===== src/rtl/cp0_pkg.sv =====
// cp0_pkg: shared CP0 constants for the exception unit.
// Holds register addresses, ExcCode values, exception-vector bit indices,
// Status/Cause field positions and the Status field struct.
package cp0_pkg;

  // CP0 register addresses (MFC0/MTC0 rd field)
  localparam logic [4:0] CP0_BADVADDR = 5'd8;
  localparam logic [4:0] CP0_COUNT    = 5'd9;
  localparam logic [4:0] CP0_COMPARE  = 5'd11;
  localparam logic [4:0] CP0_STATUS   = 5'd12;
  localparam logic [4:0] CP0_CAUSE    = 5'd13;
  localparam logic [4:0] CP0_EPC      = 5'd14;

  // ExcCode values
  localparam int unsigned EXC_W = 5;
  localparam logic [EXC_W-1:0] EXC_INT  = 5'h00;
  localparam logic [EXC_W-1:0] EXC_ADEL = 5'h04;
  localparam logic [EXC_W-1:0] EXC_ADES = 5'h05;
  localparam logic [EXC_W-1:0] EXC_SYS  = 5'h08;
  localparam logic [EXC_W-1:0] EXC_BP   = 5'h09;
  localparam logic [EXC_W-1:0] EXC_RI   = 5'h0A;
  localparam logic [EXC_W-1:0] EXC_OV   = 5'h0C;

  // Bit indices within the M-stage exception vector
  localparam int unsigned EV_W         = 8;
  localparam int unsigned EV_INST_ADEL = 0;
  localparam int unsigned EV_RI        = 1;
  localparam int unsigned EV_OV        = 2;
  localparam int unsigned EV_SYS       = 3;
  localparam int unsigned EV_BRK       = 4;
  localparam int unsigned EV_ADEL      = 5;
  localparam int unsigned EV_ADES      = 6;
  localparam int unsigned EV_ERET      = 7;

  // Status / Cause field positions
  localparam int unsigned ST_IE      = 0;
  localparam int unsigned ST_EXL     = 1;
  localparam int unsigned ST_IM_LSB  = 8;
  localparam int unsigned CA_EXC_LSB = 2;
  localparam int unsigned CA_IP_LSB  = 8;
  localparam int unsigned CA_TI      = 30;
  localparam int unsigned CA_BD      = 31;
  localparam int unsigned IP_W       = 8;

  // Status reset value: only BEV set
  localparam logic [31:0] STATUS_RST = 32'h0040_0000;

  // Writable Status state
  typedef struct packed {
    logic [IP_W-1:0] im;
    logic            exl;
    logic            ie;
  } status_t;

endpackage


===== src/rtl/cp0_exc_arbiter.sv =====
// cp0_exc_arbiter: combinational priority encoder for M-stage events.
// Ports:
//   valid_i     M-stage instruction valid
//   int_pend_i  qualified interrupt pending (highest priority)
//   exc_vec_i   {eret, ades, adel, brk, sys, ov, ri, inst_adel}
//   taken_o     an exception (not eret) is taken
//   exc_code_o  ExcCode of the winning exception, 0 otherwise
//   is_eret_o   eret wins (no exception pending)
module cp0_exc_arbiter
  import cp0_pkg::*;
(
  input  logic             valid_i,
  input  logic             int_pend_i,
  input  logic [EV_W-1:0]  exc_vec_i,
  output logic             taken_o,
  output logic [EXC_W-1:0] exc_code_o,
  output logic             is_eret_o
);

  // Fixed priority: int, inst_adel, ri, ov, sys, brk, adel, ades, eret
  always_comb begin
    taken_o    = 1'b0;
    exc_code_o = EXC_INT;
    is_eret_o  = 1'b0;
    if (valid_i) begin
      taken_o = 1'b1;
      if (int_pend_i)                   exc_code_o = EXC_INT;
      else if (exc_vec_i[EV_INST_ADEL]) exc_code_o = EXC_ADEL;
      else if (exc_vec_i[EV_RI])        exc_code_o = EXC_RI;
      else if (exc_vec_i[EV_OV])        exc_code_o = EXC_OV;
      else if (exc_vec_i[EV_SYS])       exc_code_o = EXC_SYS;
      else if (exc_vec_i[EV_BRK])       exc_code_o = EXC_BP;
      else if (exc_vec_i[EV_ADEL])      exc_code_o = EXC_ADEL;
      else if (exc_vec_i[EV_ADES])      exc_code_o = EXC_ADES;
      else begin
        taken_o   = 1'b0;
        is_eret_o = exc_vec_i[EV_ERET];
      end
    end
  end

endmodule


===== src/rtl/cp0_except_unit.sv =====
// cp0_except_unit: MIPS-style CP0 register file and exception control.
// Ports:
//   clk, resetn                 clock, async active-low reset
//   ext_int                     level hardware interrupts -> Cause.IP[2+:N]
//   valid_m, pc_m, is_ds_m      M-stage instruction info
//   exc_vec_m, badaddr_m        M-stage exception flags and data address
//   cp0_we/waddr/wdata          MTC0 write port
//   cp0_raddr/rdata             MFC0 combinational read port
//   flush, newpc, exc_code      same-cycle redirect outputs
//   timer_int                   sticky Count==Compare flag
// Optional feature: define CP0_TIMER_EN to make Count tick every second clk
// and raise the timer interrupt on Count==Compare.
module cp0_except_unit
  import cp0_pkg::*;
#(
  parameter int unsigned NUM_HW_INT = 6,
  parameter logic [31:0] EXC_VECTOR = 32'hBFC00380,
  parameter int unsigned ADDR_W     = 32
)(
  input  logic                  clk,
  input  logic                  resetn,
  input  logic [NUM_HW_INT-1:0] ext_int,
  input  logic                  valid_m,
  input  logic [ADDR_W-1:0]     pc_m,
  input  logic                  is_ds_m,
  input  logic [7:0]            exc_vec_m,
  input  logic [ADDR_W-1:0]     badaddr_m,
  input  logic                  cp0_we,
  input  logic [4:0]            cp0_waddr,
  input  logic [31:0]           cp0_wdata,
  input  logic [4:0]            cp0_raddr,
  output logic [31:0]           cp0_rdata,
  output logic                  flush,
  output logic [ADDR_W-1:0]     newpc,
  output logic [4:0]            exc_code,
  output logic                  timer_int
);

  status_t               st_q, st_d;
  logic                  bd_q, bd_d;
  logic [EXC_W-1:0]      excode_q, excode_d;
  logic [NUM_HW_INT-1:0] ip_hw_q;
  logic [1:0]            ip_sw_q, ip_sw_d;
  logic [ADDR_W-1:0]     epc_q, epc_d, badva_q, badva_d;
  logic [31:0]           count_q, count_d, compare_q, compare_d;
  logic                  ti;
  logic [IP_W-1:0]       ip;
  logic                  int_pend, exc_taken, is_eret, exc_upd;
  logic [EXC_W-1:0]      arb_code;
  logic                  wr_cnt, wr_cmp;
  logic [31:0]           status_rd, cause_rd;

`ifdef CP0_TIMER_EN
  logic div_q, ti_q;
`endif

  // Assemble Cause.IP: software bits, hardware lines, timer on IP[7]
  always_comb begin
    ip                    = '0;
    ip[1:0]               = ip_sw_q;
    ip[2 +: NUM_HW_INT]   = ip_hw_q;
    ip[7]                 = ip[7] | ti;
  end

  assign int_pend = valid_m & st_q.ie & ~st_q.exl & (|(ip & st_q.im));

  cp0_exc_arbiter u_arb (
    .valid_i    (valid_m),
    .int_pend_i (int_pend),
    .exc_vec_i  (exc_vec_m),
    .taken_o    (exc_taken),
    .exc_code_o (arb_code),
    .is_eret_o  (is_eret)
  );

  assign exc_upd = exc_taken | is_eret;
  assign wr_cnt  = cp0_we & (cp0_waddr == CP0_COUNT);
  assign wr_cmp  = cp0_we & (cp0_waddr == CP0_COMPARE);

  // Next-state: timer tick, then MTC0, then exception/eret updates
  always_comb begin
    st_d      = st_q;
    bd_d      = bd_q;
    excode_d  = excode_q;
    ip_sw_d   = ip_sw_q;
    epc_d     = epc_q;
    badva_d   = badva_q;
    count_d   = count_q;
    compare_d = compare_q;

`ifdef CP0_TIMER_EN
    if (div_q) count_d = count_q + 32'd1;
`endif

    if (wr_cnt) count_d   = cp0_wdata;
    if (wr_cmp) compare_d = cp0_wdata;
    // Status/Cause/EPC writes lose to a same-cycle exception or eret
    if (cp0_we && !exc_upd) begin
      case (cp0_waddr)
        CP0_STATUS: begin
          st_d.im  = cp0_wdata[ST_IM_LSB +: IP_W];
          st_d.exl = cp0_wdata[ST_EXL];
          st_d.ie  = cp0_wdata[ST_IE];
        end
        CP0_CAUSE: ip_sw_d = cp0_wdata[CA_IP_LSB +: 2];
        CP0_EPC:   epc_d   = ADDR_W'(cp0_wdata);
        default: ;
      endcase
    end

    if (exc_taken) begin
      st_d.exl = 1'b1;
      excode_d = arb_code;
      // Nested exceptions keep the original return point
      if (!st_q.exl) begin
        bd_d  = is_ds_m;
        epc_d = is_ds_m ? (pc_m - ADDR_W'(4)) : pc_m;
      end
      if (!int_pend && exc_vec_m[EV_INST_ADEL])
        badva_d = pc_m;
      else if (arb_code == EXC_ADEL || arb_code == EXC_ADES)
        badva_d = badaddr_m;
    end else if (is_eret) begin
      st_d.exl = 1'b0;
    end
  end

  // CP0 state registers
  always_ff @(posedge clk or negedge resetn) begin
    if (!resetn) begin
      st_q      <= '0;
      bd_q      <= 1'b0;
      excode_q  <= '0;
      ip_hw_q   <= '0;
      ip_sw_q   <= '0;
      epc_q     <= '0;
      badva_q   <= '0;
      count_q   <= '0;
      compare_q <= '0;
    end else begin
      st_q      <= st_d;
      bd_q      <= bd_d;
      excode_q  <= excode_d;
      ip_hw_q   <= ext_int;
      ip_sw_q   <= ip_sw_d;
      epc_q     <= epc_d;
      badva_q   <= badva_d;
      count_q   <= count_d;
      compare_q <= compare_d;
    end
  end

`ifdef CP0_TIMER_EN
  // Divide-by-two tick and sticky Count==Compare flag
  always_ff @(posedge clk or negedge resetn) begin
    if (!resetn) begin
      div_q <= 1'b0;
      ti_q  <= 1'b0;
    end else begin
      div_q <= wr_cnt ? 1'b0 : ~div_q;
      if (wr_cmp)
        ti_q <= 1'b0;
      else if (count_q == compare_q)
        ti_q <= 1'b1;
    end
  end
  assign ti = ti_q;
`else
  assign ti = 1'b0;
`endif

  // Read-side views of Status and Cause
  always_comb begin
    status_rd                        = STATUS_RST;
    status_rd[ST_IM_LSB +: IP_W]     = st_q.im;
    status_rd[ST_EXL]                = st_q.exl;
    status_rd[ST_IE]                 = st_q.ie;
    cause_rd                         = '0;
    cause_rd[CA_BD]                  = bd_q;
    cause_rd[CA_TI]                  = ti;
    cause_rd[CA_IP_LSB +: IP_W]      = ip;
    cause_rd[CA_EXC_LSB +: EXC_W]    = excode_q;
  end

  // MFC0 read mux, pre-edge values only
  always_comb begin
    case (cp0_raddr)
      CP0_BADVADDR: cp0_rdata = 32'(badva_q);
      CP0_COUNT:    cp0_rdata = count_q;
      CP0_COMPARE:  cp0_rdata = compare_q;
      CP0_STATUS:   cp0_rdata = status_rd;
      CP0_CAUSE:    cp0_rdata = cause_rd;
      CP0_EPC:      cp0_rdata = 32'(epc_q);
      default:      cp0_rdata = '0;
    endcase
  end

  // Redirect outputs held quiet during reset
  always_comb begin
    newpc = '0;
    if (resetn) begin
      if (is_eret)        newpc = epc_q;
      else if (exc_taken) newpc = ADDR_W'(EXC_VECTOR);
    end
  end

  assign flush     = resetn & exc_upd;
  assign exc_code  = (resetn & exc_taken) ? arb_code : '0;
  assign timer_int = ti;

endmodule


===== config.mk =====
export PLATFORM = sky130hd
export DESIGN_NAME = cp0_except_unit
export DESIGN_NICKNAME = d
export VERILOG_FILES = /design/src/rtl/cp0_pkg.sv /design/src/rtl/cp0_exc_arbiter.sv /design/src/rtl/cp0_except_unit.sv
export SDC_FILE = /design/constraint.sdc
export NUM_CORES = 1
export LEC_CHECK = 0
export BUFFER_PORTS_ARGS = -buffer_cell sky130_fd_sc_hd__buf_2
export CAP_MARGIN = 5
export CORE_ASPECT_RATIO = 1.5
export CORE_MARGIN = 2
export CORE_UTILIZATION = 54
export CTS_BUF_LIST = sky130_fd_sc_hd__clkbuf_16
export DETAILED_ROUTE_END_ITERATION = 10
export GPL_TIMING_DRIVEN = 0
export PLACE_DENSITY = 0.8
export SETUP_SLACK_MARGIN = 0.4
export SLEW_MARGIN = 20
export SYNTH_ARGS = -nofsm -noshare
export SYNTH_HDL_FRONTEND = slang
export SYNTH_SLANG_ARGS = --single-unit
export TNS_END_PERCENT = 1

===== constraint.sdc =====
create_clock -name clk -period 3.4 [get_ports clk]
set_clock_uncertainty 0.15 [all_clocks]
set_input_delay 0.68 -clock clk [delete_from_list [all_inputs] [get_ports clk]]
set_output_delay 0.68 -clock clk [all_outputs]
set_load 0.02 [all_outputs]

# --- Word-level counts from Yosys, hierarchy flattened ---
# Cells that the tools add are included.
# W data, S select, Z words.
classes:
  addsub: 1
  n_mul: 0
  div_mod_pow: 0
  magnitude_cmp: 0
  n_eq_ne: 13
  n_shift: 0
  mux: 43
  bitwise: 10
  reduce_logical: 14
op_table:
  columns: ["cell", "n"]
  rows:
  - ["$mux W32", 10]
  - ["$pmux W32 S6", 1]
  - ["$eq A5 B4 Y1 const B", 11]
  - ["$mux W5", 9]
  - ["$sub A32 B3 Y32 const B", 1]
  - ["$mux W1", 20]
  - ["$eq A5 B3 Y1 const B", 2]
  - ["$reduce_and A2 Y1", 5]
  - ["$and A8 B8 Y8", 1]
  - ["$reduce_or A8 Y1", 1]
  - ["$and A1 B1 Y1", 7]
  - ["$reduce_bool A3 Y1", 2]
  - ["$mux W2", 2]
  - ["$mux W3", 1]
  - ["$logic_and A1 B1 Y1", 2]
  - ["$logic_not A1 Y1", 2]
  - ["$reduce_bool A2 Y1", 1]
  - ["$logic_or A1 B1 Y1", 1]
  - ["$not A1 Y1", 1]
  - ["$or A1 B1 Y1", 1]
word_totals:
  ff_bits: 152
  latch_bits: 0
  mem_bits_rw: 0
  rom_bits: 0
  in_bits: 125
  out_inout_bits: 71
  wordCells: 92
  n_memories: 0

# --- Longest topological paths before layout ---
# Gate-level depths: netlist of the first run.
depth:
  ltp_word: 15
  mapped_depth: 7
  mapped_depth_nobuf: 7

# --- Hierarchy ---
# A second synthesis of the first run with hierarchy kept.
hier_totals:
  cells_unflattened: 824
  hier_area_um2: 8363.0
by_module_without_submodules:
  columns: ["mod", "instances", "cells_per_inst", "area_each_um2", "seq_area_each_um2"]
  rows:
  - ["cp0_except_unit", 1, 804, 8249.2, 3803.6]
  - ["cp0_exc_arbiter", 1, 20, 113.9, 0.0]

# --- Worst setup path before layout of the first run ---
# Ideal clock, no wire load.
synth_timing:
  path_kind: "in2out"
  startpoint: "in exc_vec_m[4]"
  endpoint: "out newpc[22]"
  arrival_ps: 2354
  required_time_ps: 2570
  path_slack_ps: 216
  path_stages: 6
  path_buffers: 2
  cell_sequence: "or4_4 > buf_6 > o41ai_4 > a21boi_0 > buf_2 > o21a_1"
synth_via:
  elab_chain_len: 10
  word_cells_on_any_way: 17
  classes_between: "17 x mux"
synth_rtl:
  columns: ["item", "line", "source"]
  rows:
  - ["start, declared", "cp0_except_unit.sv:26", "input logic [7:0] exc_vec_m,"]
  - ["$mux W1", "cp0_exc_arbiter.sv:32", "else if (exc_vec_i[EV_BRK]) exc_code_o = EXC_BP;"]
  - ["$mux W1", "cp0_exc_arbiter.sv:31", "else if (exc_vec_i[EV_SYS]) exc_code_o = EXC_SYS;"]
  - ["$mux W1", "cp0_exc_arbiter.sv:30", "else if (exc_vec_i[EV_OV]) exc_code_o = EXC_OV;"]
  - ["$mux W1", "cp0_exc_arbiter.sv:29", "else if (exc_vec_i[EV_RI]) exc_code_o = EXC_RI;"]
  - ["$mux W1", "cp0_exc_arbiter.sv:28", "else if (exc_vec_i[EV_INST_ADEL]) exc_code_o = EXC_ADEL;"]
  - ["$mux W1", "cp0_exc_arbiter.sv:27", "if (int_pend_i) exc_code_o = EXC_INT;"]
  - ["$mux W1", "cp0_exc_arbiter.sv:25", "if (valid_i) begin"]
  - ["$mux W32", "cp0_except_unit.sv:203", "else if (exc_taken) newpc = ADDR_W'(EXC_VECTOR);"]
  - ["$mux W32 (*)", "cp0_except_unit.sv:202", "if (is_eret) newpc = epc_q;"]
  - ["$mux W32 (*)", "cp0_except_unit.sv:201", "if (resetn) begin"]
  - ["end, declared", "cp0_except_unit.sv:34", "output logic [ADDR_W-1:0] newpc,"]
# Every way passes the cells marked *; elsewhere a longest branch is shown, timed or not.

# --- Worst setup path in the final report of the first run ---
layout_timing:
  startpoint: "reg st_q[3] (netlist name)"
  endpoint: "out newpc[8]"
layout_via:
  elab_chain_len: 8
  word_cells_on_any_way: 10
  classes_between: "7 x mux; 2 x bitwise; 1 x reduce/logical"
layout_rtl:
  columns: ["item", "line", "source"]
  rows:
  - ["start, declared", "cp0_except_unit.sv:39", "status_t st_q, st_d;"]
  - ["start signal, assigned", "cp0_except_unit.sv:141", "st_q <= st_d;"]
  - ["$and A8 B8 Y8 (*)", "cp0_except_unit.sv:65", "assign int_pend = valid_m & st_q.ie & ~st_q.exl & (|(ip & st_q.im));"]
  - ["$reduce_or A8 Y1 (*)", "cp0_except_unit.sv:65", null]
  - ["$and A1 B1 Y1 (*)", "cp0_except_unit.sv:65", null]
  - ["$mux W1", "cp0_exc_arbiter.sv:27", null]
  - ["$mux W1", "cp0_exc_arbiter.sv:25", null]
  - ["$mux W32", "cp0_except_unit.sv:203", null]
  - ["$mux W32 (*)", "cp0_except_unit.sv:202", null]
  - ["$mux W32 (*)", "cp0_except_unit.sv:201", null]
# Marks and branches as above.

==> impl_metrics.ini, run 1 <==
[status]
status = finished, final reports clean

[place]
place.gp.congestion = 0.8935
io_buffers = 192
dpl.hpwl_um = 17720
dp_cells = 1084

[clock_tree]
cts.sinks = 151
cts_buffer_depth = 2
insertion_delay_ns = 0.42
cts-buffers-inserted = 17
clk_pin_slew_worst_paths_ns = 0.06
hold_buffers = 0
cts_max_level = 4
cts-root-buf = clkbuf_16
cts_tree = done

[finish]
syn2layout_area_growth_pct = 26.38
mostFrequentLayoutCell = buf_2
layout_common_cells = 179 x buf_2, 151 x dfrtp_1, 124 x mux2_2, 69 x a22oi_1, 57 x mux2i_1
final_cells = 1125
drive_gt1_share_pct = 46.49
finalNetCount = 1040

[detailed_routing]
via_count = 6901
ant_nets = 0
vias_per_cell = 6.134
first_pass_iters = 5
finalWirelength_um = 25270
drt_iter0_drc = 423
wire_per_inst_um = 22.46
drc = 0

[floorplan]
die_h_um = 154.2
core_area_um2 = 14660
row_count = 54
initial_core_util_pct = 55.41
die_w_um = 104.2
io_pins = 196
dieArea_um2 = 16060

[pwr]
power_uw = 5061
pwr-share-seq_pct = 47.2
ir_worst_vdd_v = 0.0003216
power.internal_uw = 3664
cellLeakagePower_uw = 0.004982
clock_power_share_pct = 36.2
swShare_pct = 27.60
p_per_area_nw_per_um2 = 492.9
p_switching_uw = 1397
combPwrFrac_pct = 16.7

[timing]
setup_viol = 0
slew_viol_final = 0
rsz0062_at_grt = true
fin_crit_sh_pct = 98.06
relSlewSlack_pct = 46.61
min_period_ns = 3.334
hold_viol = 0
max_slew.worst_pin.slew_ns = 0.7900
clock.fmax_mhz = 299.9
fin_hold_ws_ns = 0.06712

[critical_path]
crit_required_ns = 2.57
path_max_fanout = 10
path_class = reg -> out
crit_arrival_ns = 2.50
start_kind = register
end_kind = output port

[synth]
syn_area_per_cell_um2 = 11.71
seq_area_frac_synth_pct = 46.51
synth-edff-count = 0
syn-cell-area_um2 = 8124
synth_seq_cells = 151
yosysWarnings = 0
ys.flop_type = dfrtp_1
synthCells = 694
synth.distinct_cells = 48
synthArstFlopShare_pct = 100.0

[run]
maxCapViolCount = 0

[grt]
antenna_found_initial = 2
grt-ovfl-total = 0
track_usage_pct = 31.90
grt_pass1_vias = 7162
grt_pass1_wl_um = 39470
grt_max_degree = 83

[min_path]
hp-class = in -> async
-- worst paths after layout --
path / slack [ns] / depth (start not counted) / start / to
max: 0.07 / 7 / st_q[3] / newpc[8]
min in group clk: 0.21 / 1 / ext_int[5] / ip_hw_q[5]
max in group asynchronous: 2.24 / 2 / resetn / compare_q[12]
max reg2reg: 0.63 / 6 / st_q[3] / badva_q[13]
min reg2reg: 0.34 / 1 / badva_q[23] / badva_q[23]
min: 0.07 / 1 / resetn / badva_q[17]
-- routing by layer --
layer | wire length [µm] | global-route usage [%] | vias up
met4 | 1003 | 14.22 | 0
met3 | 1807 | 6.279 | 69
met1 | 9462 | 38.69 | 3468
met5 | 0 | 0 | -
li1 | - | - | 3011
met2 | 13000 | 55.14 | 353
-- power groups by stage --
stage                     Clock, µW  Combinational, µW  Sequential, µW
after floorplan                   0                527            2330
after global placement            0                767            2390
after detailed placement          0                805            2410
after CTS                      1840                833            2380
after global routing           1920                919            2430
final                          1830                844            2390
-- cells in the mapped netlist, types with 5 or more instances --
cell type	number	share of area, %
o21a_1	12	1.1
mux2_1	17	2.4
xor2_1	5	0.54
clkbuf_1	26	1.2
xnor2_1	24	2.6
a22oi_1	69	6.4
nand2_1	47	2.2
mux2i_1	57	7.0
mux2_2	124	17
buf_2	7	0.43
nor2_1	14	0.65
and2_1	22	1.7
nor3_1	16	0.99
a222oi_1	8	0.99
buf_1	6	0.28
nor4_1	14	1.1
nand3_1	11	0.68
o21ai_1	5	0.31
dfrtp_1	151	47
-- stage by stage --
step	area, µm²	setup WS (ns)	setup TNS (ns)	util [%]
final	10270	0.06606	0	70.03
after global routing	10270	0.07977	0	70.03
after CTS	10230	0.1577	0	69.76
after detailed placement	9420	-0.4017	-13.79	64.25
after global placement	9383	-1.845	-186.27	64.00
after floorplan	8177	0.3397	0	-
-- cell type report --
class / count / area (µm²)
diodes: 2 / 5.005
plain buffers: 46 / 276.5
clock buffers: 17 / 425.4
clock inverters: 15 / 137.6
fillers: 1103 / 4394
inverters: 4 / 15.01
multi-input cells: 494 / 4235
flip-flops and latches: 151 / 3779
well taps: 196 / 245.2
repair buffers: 200 / 1149
-- state kept, by name, summed over array words and instances, names as in the netlist --
signal / count
badva_q: 32
bd_q: 1
compare_q: 32
count_q: 32
epc_q: 32
excode_q: 4
ip_hw_q: 6
ip_sw_q: 2
st_q: 10
-- worst max-delay path, cell delays in order, from the launching register on --
cell and delay (ns):
dfrtp_1 0.39, a22oi_1 0.26, nand4_1 0.40, nand2_4 0.27, nand2_1 0.17, clkbuf_8 0.22
o21a_1 0.23, buf_6 0.15
-- kinds of logic (layout without fill, tap and decap cells) --
family | after synthesis | in the layout | share of synthesized area (%)
AO/OA/AOI/OAI | 108 | 108 | 10.38
XOR/XNOR | 29 | 29 | 3.126
adder cells (fa/ha/maj) | 1 | 1 | 0.1540
buffers and inverters | 50 | 282 | 2.926
flip-flops | 151 | 151 | 46.51
multiplexers | 198 | 198 | 26.57
other | 1 | 4 | 0.04616
AND/OR/NAND/NOR | 156 | 156 | 10.29
-- repair_timing --
| item | in CTS | in global routing |
|---|---|---|
| pin swaps | 4 | 2 |
| endpoints found under the setup margin | 69 | 69 |
| resized for setup | 60 | 7 |
| buffers inserted | 6 | 0 |
| cloned | 1 | 0 |
(Power assumes the default switching activity.)
==> run 2, diff against run 1 <==
--- a/config.mk
+++ b/config.mk
@@ -13,7 +13,7 @@
 export CTS_BUF_LIST = sky130_fd_sc_hd__clkbuf_16
 export DETAILED_ROUTE_END_ITERATION = 10
 export GPL_TIMING_DRIVEN = 0
-export PLACE_DENSITY = 0.8
+export PLACE_DENSITY_LB_ADDON = 0.05
 export SETUP_SLACK_MARGIN = 0.4
 export SLEW_MARGIN = 20
 export SYNTH_ARGS = -nofsm -noshare
==> run 2 against run 1 <==
  * Worst hold slack got worse by 0.014 ns
  * Register-to-register slack improved by 0.20 ns
  * Total power increased by 1.2%
  * Non-clock buffer count increased by 1
  * Clock power increased by 3%
  * Flip-flop and latch count unchanged
  * Die area unchanged
  * Largest cell class unchanged
  * Highest routed layer unchanged
==> impl_metrics.ini, run 2 (synthesis gave the netlist of run 1 again) <==
[pwr]
swShare_pct = 27.99
cellLeakagePower_uw = 0.004971
clock_power_share_pct = 36.8
ir_worst_vdd_v = 0.0002911
combPwrFrac_pct = 16.5
pwr-share-seq_pct = 46.7
p_per_area_nw_per_um2 = 499.5
p_switching_uw = 1433
power.internal_uw = 3687

[clock_tree]
clk_pin_slew_worst_paths_ns = 0.06
cts_max_level = 4
cts-buffers-inserted = 17
hold_buffers = 0
insertion_delay_ns = 0.42
cts.sinks = 151
cts_buffer_depth = 2
cts-root-buf = clkbuf_16
cts_tree = done

[detailed_routing]
drt_iter0_drc = 412
finalWirelength_um = 25370
vias_per_cell = 6.040
ant_nets = 0
wire_per_inst_um = 22.55
via_count = 6795
first_pass_iters = 6
drc = 0

[grt]
busiest_layer = met2
grt-ovfl-total = 0
use_met3_pct = 5.942
grt_pass1_vias = 7201
track_usage_pct = 32.09
use_met2_pct = 55.51
antenna_found_initial = 1
grt_max_degree = 88
met1_usage_pct = 39.29
grt_pass1_wl_um = 39810

[timing]
slew_viol_final = 0
setup_slack_ns = 0.1166
rsz0062_at_grt = true
clock.fmax_mhz = 304.6
setup_viol = 0
min_period_ns = 3.283
hold_viol = 0
relSlewSlack_pct = 41.07
fin_hold_ws_ns = 0.05312
max_slew.worst_pin.slew_ns = 0.8840
fin_crit_sh_pct = 96.57

[floorplan]
initial_core_util_pct = 55.41
core_area_um2 = 14660
dieArea_um2 = 16060
die_w_um = 104.2
die_h_um = 154.2
row_count = 54
io_pins = 196

[critical_path]
path_class = in -> out
path_max_fanout = 5
slowest_delay_ns = 0.52
crit_arrival_ns = 2.45
end_kind = output port
crit_required_ns = 2.57
crit_top_cell = buf_6
cp_top_family = compound AO/OA/AOI/OAI gates
crit_slowest_cell = or4_4
start_kind = input pin
path_buf_inv = 4
cp_cell_sequence = buf_6 -> or4_4 -> buf_6 -> o41ai_4 -> a21boi_4 -> buf_4 -> o21a_1 -> buf_6

[run]
maxCapViolCount = 0

[finish]
mostFrequentLayoutCell = buf_2
finalNetCount = 1041
syn2layout_area_growth_pct = 26.18
drive_gt1_share_pct = 46.66
register_area_um2 = 3779
layout_common_cells = 190 x buf_2, 151 x dfrtp_1, 124 x mux2_2, 69 x a22oi_1, 57 x mux2i_1
multi_input_area_um2 = 4247
nFillCells = 1178

[place]
place.gp.congestion = 0.8369
dpl.hpwl_um = 17930
place_ws_ns = -0.4051
io_buffers = 192

[status]
status = finished, final reports clean

[min_path]
hp-class = in -> async
-- run 2: path summary, 6_finish.rpt --
path | slack (ns) | endpoint | start | depth (start not counted)
setup / recovery | 0.12 | newpc[31] | exc_vec_m[2] | 8
hold reg to reg | 0.35 | badva_q[17] | badva_q[17] | 1
min in group clk | 0.21 | ip_hw_q[1] | ext_int[1] | 1
setup reg to reg | 0.83 | badva_q[21] | st_q[3] | 7
max in group asynchronous | 2.23 | epc_q[20] | resetn | 2
hold / removal | 0.05 | excode_q[1] | resetn | 1
-- run 2: power by group through the flow --
stage / registers [µW] / logic [µW] / clock network (µW)
6_report: 2390 / 847 / 1880
3_3_place_gp: 2380 / 768 / 0
5_1_grt: 2430 / 922 / 1980
3_5_place_dp: 2410 / 809 / 0
4_1_cts: 2380 / 847 / 1890
2_1_floorplan: 2330 / 527 / 0
-- run 2: worst reg2reg max path: cells and delay by family, from the launching register on --
family,cells,cell delay [ns]
compound gates,2,0.68
buf+inv,2,0.58
flops,1,0.39
mux,1,0.36
simple gates,2,0.31
-- run 2: layer usage --
metal  up-vias  routed length [µm]
li1       3026                   -
met1      3401                9819
met2       311               13040
met3        57                1736
met4         0                 773
met5         -                   0
-- run 2: layout make-up --
class / instances / area share [%]
plain buffers: 46 / 2.636
clock buffers: 17 / 4.150
well taps: 196 / 2.392
repair buffers: 201 / 10.85
multi-input cells: 494 / 41.43
diodes: 1 / 0.02441
flip-flops and latches: 151 / 36.86
clock inverters: 15 / 1.513
inverters: 4 / 0.1465
-- run 2: stage by stage --
step	instances	total power, µW	TNS (ns)	instance area, µm²	util [%]
after floorplan	695	2862	0	8177	-
after global placement	1083	3149	-176.95	9383	64.00
after detailed placement	1084	3216	-16.34	9420	64.25
after CTS	1124	5120	0	10230	69.76
after global routing	1125	5336	0	10250	69.92
final	1125	5121	0	10250	69.92
-- run 2: what timing repair did --
| action | CTS | global route |
|---|---|---|
| pin swaps | 5 | 0 |
| hold endpoints to repair | 0 | 0 |
| setup buffers | 7 | 0 |
| endpoints found under the setup margin | 69 | 68 |
| gates cloned | 1 | 0 |
| resized for setup | 48 | 6 |
==> run 3, diff against run 2 <==
--- a/config.mk
+++ b/config.mk
@@ -5,7 +5,7 @@
 export SDC_FILE = /design/constraint.sdc
 export NUM_CORES = 1
 export LEC_CHECK = 0
-export BUFFER_PORTS_ARGS = -buffer_cell sky130_fd_sc_hd__buf_2
+export BUFFER_PORTS_ARGS = -buffer_cell sky130_fd_sc_hd__buf_4
 export CAP_MARGIN = 5
 export CORE_ASPECT_RATIO = 1.5
 export CORE_MARGIN = 2
==> run 3 against run 2 <==
  * Fmax rose by 0.47%
  * Cell area rose by 4.2%
  * Flip-flop and latch count unchanged
  * Die area did not move
  * Total power is 0.67% lower
  * Clock power fell by 5%
  * Global-route usage is 0.076 points lower
  * Count of clock-buffer cells in the layout is the same
  * Sequential share of layout area decreased by 1.5 points
  * Register-to-register slack worse by 0.05 ns
  * Critical path type unchanged
  * Largest power group unchanged
==> impl_metrics.ini, run 3 (synthesis gave the netlist of run 1 again) <==
[timing]
rsz0062_at_grt = true
slew_viol_final = 0
setup_slack_ns = 0.1321
fin_crit_sh_pct = 96.11
min_period_ns = 3.268
max_slew.worst_pin.slew_ns = 0.9703
hold_viol = 0
setup_viol = 0
clock.fmax_mhz = 306.0
relSlewSlack_pct = 34.43
fin_hold_ws_ns = 0.09553

[grt]
busiest_layer = met2
grt_pass1_vias = 7196
grt_max_degree = 81
use_met2_pct = 54.57
track_usage_pct = 32.02
grt-ovfl-total = 0
grt_pass1_wl_um = 39590
antenna_found_initial = 0
use_met3_pct = 6.237
met1_usage_pct = 39.18

[pwr]
p_per_area_nw_per_um2 = 476.3
cellLeakagePower_uw = 0.005063
ir_worst_vdd_v = 0.0003717
power_uw = 5086

[critical_path]
slowest_delay_ns = 0.48
crit_arrival_ns = 2.44
crit_slowest_cell = nor4_2
path_max_fanout = 10
crit_required_ns = 2.57
crit_top_cell = buf_4
cp_cell_sequence = buf_4 -> nand2b_1 -> nor4_2 -> clkbuf_2 -> a22oi_1 -> nand3_1 -> buf_4
start_kind = input pin
path_class = in -> out
cp_top_family = simple AND/OR/NAND/NOR gates
path_buf_inv = 3
end_kind = output port

[finish]
post-route-util_pct = 72.84
finalNetCount = 1041
nFillCells = 1103
layout_common_cells = 192 x buf_4, 151 x dfrtp_1, 124 x mux2_2, 69 x a22oi_1, 57 x mux2i_1
antenna_cells_inserted = 0
final_cells = 1124
mostFrequentLayoutCell = buf_4
drive_gt1_share_pct = 46.77
syn2layout_area_growth_pct = 31.45

[floorplan]
initial_core_util_pct = 55.41
io_pins = 196
core_area_um2 = 14660
dieArea_um2 = 16060
die_h_um = 154.2
die_w_um = 104.2
row_count = 54

[detailed_routing]
wire_per_inst_um = 22.55
finalWirelength_um = 25340
drt_iter0_drc = 483
via_count = 6802
first_pass_iters = 7
vias_per_cell = 6.052
ant_nets = 0
drc = 0

[place]
dp_cells = 1084
place.gp.congestion = 0.8745
dpl.hpwl_um = 18170
io_buffers = 192
place_ws_ns = -0.4463

[clock_tree]
cts-root-buf = clkbuf_16
cts_tree = done
cts-buffers-inserted = 17
insertion_delay_ns = 0.42
cts.sinks = 151
hold_buffers = 0
clk_pin_slew_worst_paths_ns = 0.06
cts_buffer_depth = 2
cts_max_level = 4

[min_path]
hp-class = in -> async

[status]
status = finished, final reports clean

[run]
maxCapViolCount = 0
[run 3: changes by cell type in the layout (fill, tap and decap cells not counted), moves of 2 or more]
cell / delta
bufinv_16: -2
clkinv_4: +2
clkinvlp_4: -2
inv_6: +2
o21a_2: +3
inv_8: +3
o21a_4: -3
clkinv_2: -2
inv_1: -2
buf_2: -184
buf_4: +182
[run 3: worst reg2reg max path, cell delays in order (launching register included)]
cell,delay (ns)
dfrtp_1,0.39
a22oi_1,0.26
nand4_1,0.12
buf_4,0.17
nand2_2,0.19
o2111ai_1,0.46
buf_2,0.40
mux2_1,0.35
[run 3: power by group]
| group | leakage [µW] | switching, µW | internal [µW] |
|---|---|---|---|
| combinational | 0.00292 | 411 | 494 |
| sequential | 0.00186 | 230 | 2160 |
| clock | 0.000275 | 828 | 966 |
| total | 0.00506 | 1470 | 3620 |
[run 3: metal layers]
layer / share of wire, % / wire, µm
met1: 39 / 9798
met2: 51 / 12950
met3: 6.7 / 1697
met4: 3.5 / 898
met5: 0 / 0
[run 3: area by class of cell]
class | count | area [µm²] | area share, %
Sequential cell | 151 | 3779 | 35.38
Inverter | 4 | 15.01 | 0.1406
Clock buffer | 17 | 425.4 | 3.984
Tap cell | 196 | 245.2 | 2.296
Clock inverter | 15 | 135.1 | 1.265
Timing Repair Buffer | 201 | 1574 | 14.74
Multi-Input combinational cell | 494 | 4230 | 39.61
Buffer | 46 | 275.3 | 2.578
[run 3: what timing repair did]
action,CTS,global route
pin swaps,5,0
buffers inserted,7,0
cloned,1,0
resized for setup,39,7
setup endpoints to repair,69,67
[run 3: through the flow]
stage / setup TNS [ns] / instance area [µm²]
2_1_floorplan: 0 / 8177
3_3_place_gp: -26.45 / 9863
3_5_place_dp: -17.60 / 9898
4_1_cts: 0 / 10650
5_1_grt: 0 / 10680
6_report: 0 / 10680
[run 3: worst paths after layout]
kind	startpoint	end	slack [ns]	depth (start not counted)
hold reg to reg	badva_q[13]	badva_q[13]	0.35	1
setup / recovery	cp0_raddr[1]	cp0_rdata[13]	0.13	7
setup reg to reg	st_q[3]	badva_q[23]	0.78	7
min in group clk	ext_int[4]	ip_hw_q[4]	0.21	1
hold / removal	resetn	count_q[3]	0.1	1
max in group asynchronous	resetn	epc_q[18]	2.20	2
